<file path="src/rtl/time_bcd_to_count.sv">
// Packed 12-hour BCD time (+AM/PM) to hundredths-of-a-second since midnight.
// Sequential shift-add Horner evaluation with a start/valid/error handshake.
module time_bcd_to_count #(
    parameter int BIT_WIDTH = 24
) (
    input  logic                 i_Clk,
    input  logic                 i_Reset,
    input  logic                 i_Start,
    input  logic [31:0]          i_Time,
    input  logic                 i_PM,
    output logic [BIT_WIDTH-1:0] o_Count,
    output logic                 o_Valid,
    output logic                 o_Error,
    output logic                 o_Busy
);

    typedef enum logic [1:0] {
        IDLE  = 2'd0,
        CHECK = 2'd1,
        MAC   = 2'd2
    } state_t;

    state_t               state, state_nxt;
    logic [31:0]          time_q, time_nxt;
    logic                 pm_q, pm_nxt;
    logic [23:0]          acc, acc_nxt;
    logic [2:0]           step, step_nxt;
    logic [BIT_WIDTH-1:0] count_nxt;
    logic                 valid_nxt, error_nxt, busy_nxt;

    function automatic logic [23:0] times6(input logic [23:0] a);
        return (a << 2) + (a << 1);
    endfunction

    function automatic logic [23:0] times10(input logic [23:0] a);
        return (a << 3) + (a << 1);
    endfunction

    // 12-hour value 10*H1 + H0, wide enough that malformed digits cannot wrap into 1..12.
    function automatic logic [7:0] hour12(input logic [31:0] t);
        return ({4'd0, t[31:28]} << 3) + ({4'd0, t[31:28]} << 1) + {4'd0, t[27:24]};
    endfunction

    function automatic logic [23:0] hour24(input logic [7:0] h12, input logic pm);
        logic [23:0] h;
        if (pm)
            h = (h12 == 8'd12) ? 24'd12 : 24'(h12) + 24'd12;
        else
            h = (h12 == 8'd12) ? 24'd0 : 24'(h12);
        return h;
    endfunction

    function automatic logic time_ok(input logic [31:0] t);
        logic       ok;
        logic [7:0] h;
        ok = 1'b1;
        for (int i = 0; i < 8; i++) begin
            if (t[i*4 +: 4] > 4'd9) ok = 1'b0;
        end
        if (t[23:20] > 4'd5) ok = 1'b0;
        if (t[15:12] > 4'd5) ok = 1'b0;
        if (t[31:28] > 4'd1) ok = 1'b0;
        h = hour12(t);
        if (h == 8'd0 || h > 8'd12) ok = 1'b0;
        return ok;
    endfunction

    // One mixed-radix Horner step: minutes/seconds tens are base 6, everything else base 10.
    function automatic logic [23:0] mac_step(input logic [23:0] a, input logic [2:0] s,
                                             input logic [31:0] t);
        logic [23:0] r;
        case (s)
            3'd0:    r = times6(a)  + 24'(t[23:20]);
            3'd1:    r = times10(a) + 24'(t[19:16]);
            3'd2:    r = times6(a)  + 24'(t[15:12]);
            3'd3:    r = times10(a) + 24'(t[11:8]);
            3'd4:    r = times10(a) + 24'(t[7:4]);
            default: r = times10(a) + 24'(t[3:0]);
        endcase
        return r;
    endfunction

    always_comb begin
        state_nxt = state;
        time_nxt  = time_q;
        pm_nxt    = pm_q;
        acc_nxt   = acc;
        step_nxt  = step;
        count_nxt = o_Count;
        valid_nxt = 1'b0;
        error_nxt = 1'b0;
        busy_nxt  = o_Busy;

        case (state)
            IDLE: begin
                if (i_Start) begin
                    time_nxt  = i_Time;
                    pm_nxt    = i_PM;
                    busy_nxt  = 1'b1;
                    state_nxt = CHECK;
                end
            end
            CHECK: begin
                if (!time_ok(time_q)) begin
                    error_nxt = 1'b1;
                    busy_nxt  = 1'b0;
                    state_nxt = IDLE;
                end else begin
                    acc_nxt   = hour24(hour12(time_q), pm_q);
                    step_nxt  = 3'd0;
                    state_nxt = MAC;
                end
            end
            MAC: begin
                acc_nxt  = mac_step(acc, step, time_q);
                step_nxt = step + 3'd1;
                if (step == 3'd5) begin
                    count_nxt = BIT_WIDTH'(acc_nxt);
                    valid_nxt = 1'b1;
                    busy_nxt  = 1'b0;
                    state_nxt = IDLE;
                end
            end
            default: begin
                busy_nxt  = 1'b0;
                state_nxt = IDLE;
            end
        endcase
    end

    always_ff @(posedge i_Clk or negedge i_Reset) begin
        if (!i_Reset) begin
            state   <= IDLE;
            time_q  <= '0;
            pm_q    <= 1'b0;
            acc     <= '0;
            step    <= '0;
            o_Count <= '0;
            o_Valid <= 1'b0;
            o_Error <= 1'b0;
            o_Busy  <= 1'b0;
        end else begin
            state   <= state_nxt;
            time_q  <= time_nxt;
            pm_q    <= pm_nxt;
            acc     <= acc_nxt;
            step    <= step_nxt;
            o_Count <= count_nxt;
            o_Valid <= valid_nxt;
            o_Error <= error_nxt;
            o_Busy  <= busy_nxt;
        end
    end

endmodule

</file>
<file path="config.mk">
export PLATFORM = sky130hd
export DESIGN_NAME = time_bcd_to_count
export DESIGN_NICKNAME = d
export VERILOG_FILES = /design/src/rtl/time_bcd_to_count.sv
export SDC_FILE = /design/constraint.sdc
export NUM_CORES = 1
export LEC_CHECK = 0
export BUFFER_PORTS_ARGS = -buffer_cell sky130_fd_sc_hd__buf_2
export CAP_MARGIN = 5
export CORE_MARGIN = 8
export CORE_UTILIZATION = 54
export DETAILED_ROUTE_END_ITERATION = 8
export PLACE_DENSITY_LB_ADDON = 0.25
export SYNTH_ARGS = -nofsm -noshare
export SYNTH_HDL_FRONTEND = slang
export SYNTH_SLANG_ARGS = --single-unit
</file>
<file path="constraint.sdc">
create_clock -name i_Clk -period 3.7 [get_ports i_Clk]
set_clock_uncertainty 0.05 [all_clocks]
set_input_delay 0.185 -clock i_Clk [delete_from_list [all_inputs] [get_ports i_Clk]]
set_output_delay 0.185 -clock i_Clk [all_outputs]
set_load 0.005 [all_outputs]
</file>
==> impl_metrics.tcl <==
set metrics [dict create \
    finalCriticalPeriod_ns 3.89 \
    finalCritPeriodShare_pct 105 \
    cp_max_fo 6 \
    port_buffers 62 \
    synthFlopType "dfrtp_1" \
    synthAdderAreaFrac_pct 12.6 \
    dp_hpwl_um 15200 \
    grt.total_usage_pct 24.5 \
    firstDrtPassIters 5 \
    synth_top_family_by_area "compound AO/OA/AOI/OAI gates" \
    critPathKind "register to register" \
    cts_tree "done" \
    synth-compound-area-share_pct 21.5 \
    violations "negative setup slack" \
    status "complete, but fails checks" \
    critPathBufInv 2 \
    fmaxAchievable_mhz 257 \
    hold_ws_ns 0.0210 \
    htree_levels 3 \
    via_count 6680 \
    yosysSeqAreaShare_pct 30.9 \
    initial_core_util_pct 54.4 \
    synth_xor_area_share_pct 8.22 \
    core_mm2 0.0131 \
    leakagePower_nw 3.97 \
    nets 1005 \
    maxCapViolations 0 \
    synth_enable_flop_cells 0 \
    synth_fp_nets 884 \
    diodes 0 \
    final-setup-viol-count 11 \
    drt-total-wl_um 20900 \
    antenna_found_initial 0 \
    synth_top_area_cell "dfrtp_1" \
    avgViaCountPerCell 6.17 \
    synth_common_cells "88 x dfrtp_1, 88 x nand2_1, 62 x ha_1, 52 x nor2_1, 46 x a21oi_1" \
    syn_area_per_cell_um2 9.13 \
    required_ns 3.90 \
    fp-row-count 42 \
    clock_latency_ns 0.34 \
    clockBufferDepth 2 \
    synth_seq_cells 88 \
    holdPathStages 2 \
    first_global_vias 6589 \
    io_pins 63 \
    gp_congestion 0.926 \
    drt-wirelength-per-cell_um 19.3 \
    worstHoldPathType "primary input to register" \
    dieArea_mm2 0.0171 \
    cts_sinks 88 \
    grt_pass1_wl_um 33000 \
    syn-instance-count 780 \
    yosysTopAreaCellShare_pct 30.9 \
    max_slew_margin_pct 44.7 \
    rsz0062_at_grt "true" \
    path_clk_slew_ns 0.07 \
    cpMaxStageDelayCell "or4_4" \
    numCtsBuffers 9 \
    synthSimpleGateAreaFrac_pct 17.0 \
    die_h_um 131 \
    synthArstFlopShare_pct 100 \
    cp_cell_sequence "inv_2, ha_4, and2_4, or3_4, a21oi_4, ha_4, inv_2, fa_2, nor2b_1, o21ai_1, nand2b_4, or4_4, nor4b_4, nand3b_1, xnor2_1, nand2_1, o21ai_1" \
    grt_start_max_net_pins 57 \
    cp-end-kind "register" \
    cp-start-kind "register" \
    r2r_cells 17 \
    cts-root-buf "clkbuf_16" \
    path_depth 17 \
    route.detailed.drc 0 \
    vdd_drop_max_uv 305 \
    cp_slowest_stage_delay_ns 0.45 \
    fin_ws_ns -0.187 \
    netlist-cell-type-count 82 \
    grt_overflow 0 \
    critPathTopFamily "simple AND/OR/NAND/NOR gates" \
    die_w_um 131 \
    p_total_w 0.00255 \
    worstMarginPinSlew_ns 0.830 \
    final-max-slew-violation-count 0 \
    yosys-mux-area-fraction_pct 6.73 \
    ys_top_cells_by_area "dfrtp_1 31%, ha_1 11%, mux2_2 6.2%" \
    pwr_density_cell_mw_per_mm2 292 \
    drt_iter0_markers 431 \
    fin_cells 1082 \
    postRouteAntennaNets 0 \
    syn_area_mm2 0.00712 \
    drive_above_1_share_pct 30.1 \
    yosysWarnings 0 \
    hold_violations 0 \
    nFillCells 1020 \
    arrival_ns 4.09 \
    area_growth_pct 22.4 \
    placed_cells 1057 \
]
[repair_timing]
| item | CTS | global route |
|---|---|---|
| cloned | 0 | 0 |
| hold endpoints to repair | 55 | 0 |
| gates resized for setup | 11 | 50 |
| hold buffers | 1 | 0 |
| pin swaps | 5 | 26 |
| setup endpoints to repair | 21 | 31 |
| setup buffers | 2 | 7 |
[layer usage]
| layer | track usage [%] | part of all wire [%] |
|---|---|---|
| met5 | 0 | 0 |
| met3 | 3.53 | 5.7 |
| met2 | 41.2 | 49 |
| met4 | 7.90 | 2.3 |
| met1 | 31.7 | 43 |
[cells by family (layout without fill, tap and decap cells)]
family	after synthesis	in the layout
and+or+nand+nor	234	234
AOI/OAI and AO/OA	229	229
adders and majority gates	68	68
DFF	88	88
muxes	43	43
buffers and inverters	52	178
xor gates and xnor gates	66	66
[report_power, final]
group / switching [W] / internal (W) / total [W]
combinational: 0.000284 / 0.000255 / 0.000539
sequential: 0.0000629 / 0.00103 / 0.00109
clock: 0.000378 / 0.000541 / 0.000919
total: 0.000725 / 0.00182 / 0.00255
[final cells by class]
type | instances | area (µm²) | share of cell area, %
Inverter | 25 | 93.8 | 1.08
Sequential cell | 88 | 2200 | 25.3
Multi-Input combinational cell | 640 | 5020 | 57.6
Clock buffer | 11 | 243 | 2.78
Clock inverter | 5 | 56.3 | 0.646
Timing Repair Buffer | 137 | 882 | 10.1
Tap cell | 176 | 220 | 2.53
[registers in the layout (all words and copies together), names as in the netlist]
register and flops:
o_Count 24, step 3, o_Busy 1, pm_q 1, o_Valid 1, acc 23, time_q 32, o_Error 1
state 2
[cells in the final DEF, fill, tap and decap left out, types with 5 or more instances in the layout]
cell / count
inv_1: 21
nand4_1: 12
buf_4: 74
nand2_1: 88
o211ai_1: 7
o21ai_0: 43
o21bai_1: 5
nand3_1: 10
o21a_1: 6
o22ai_1: 15
a22oi_1: 12
xnor2_1: 39
nor2b_1: 5
clkbuf_16: 9
a31oi_1: 6
nor3_1: 9
a21o_1: 10
xor2_1: 22
nor2_1: 48
nand2b_1: 9
a21oi_2: 7
ha_1: 52
o21ai_1: 16
o31ai_1: 5
buf_2: 61
dfrtp_1: 86
a21oi_1: 38
ha_2: 6
mux2_2: 38
nor3b_1: 5
[worst paths after layout]
path,slack [ns],from,end
max,-0.19,step[0]$_DFFE_PN0P_,acc[19]$_DFFE_PN0P_
min,0.02,i_PM,pm_q$_DFFE_PN0P_
max reg2reg,-0.19,step[0]$_DFFE_PN0P_,acc[19]$_DFFE_PN0P_
min reg2reg,0.43,o_Count[6]$_DFFE_PN0P_,o_Count[6]$_DFFE_PN0P_
max in group asynchronous,2.28,i_Reset,acc[19]$_DFFE_PN0P_
min in group asynchronous,0.40,i_Reset,pm_q$_DFFE_PN0P_
[per-stage QoR]
stage / setup TNS, ns / utilization (%) / instance area (µm²) / worst slack (ns)
4_1_cts: -0.712 / 64.6 / 8450 / -0.116
5_1_grt: -3.00 / 66.6 / 8720 / -0.317
3_3_place_gp: -0.754 / 61.6 / 8060 / -0.141
6_report: -1.16 / 66.6 / 8720 / -0.187
3_5_place_dp: -2.37 / 61.6 / 8060 / -0.307
2_1_floorplan: -0.118 / - / 7160 / -0.0444
Power figures use the tool's default switching activity.
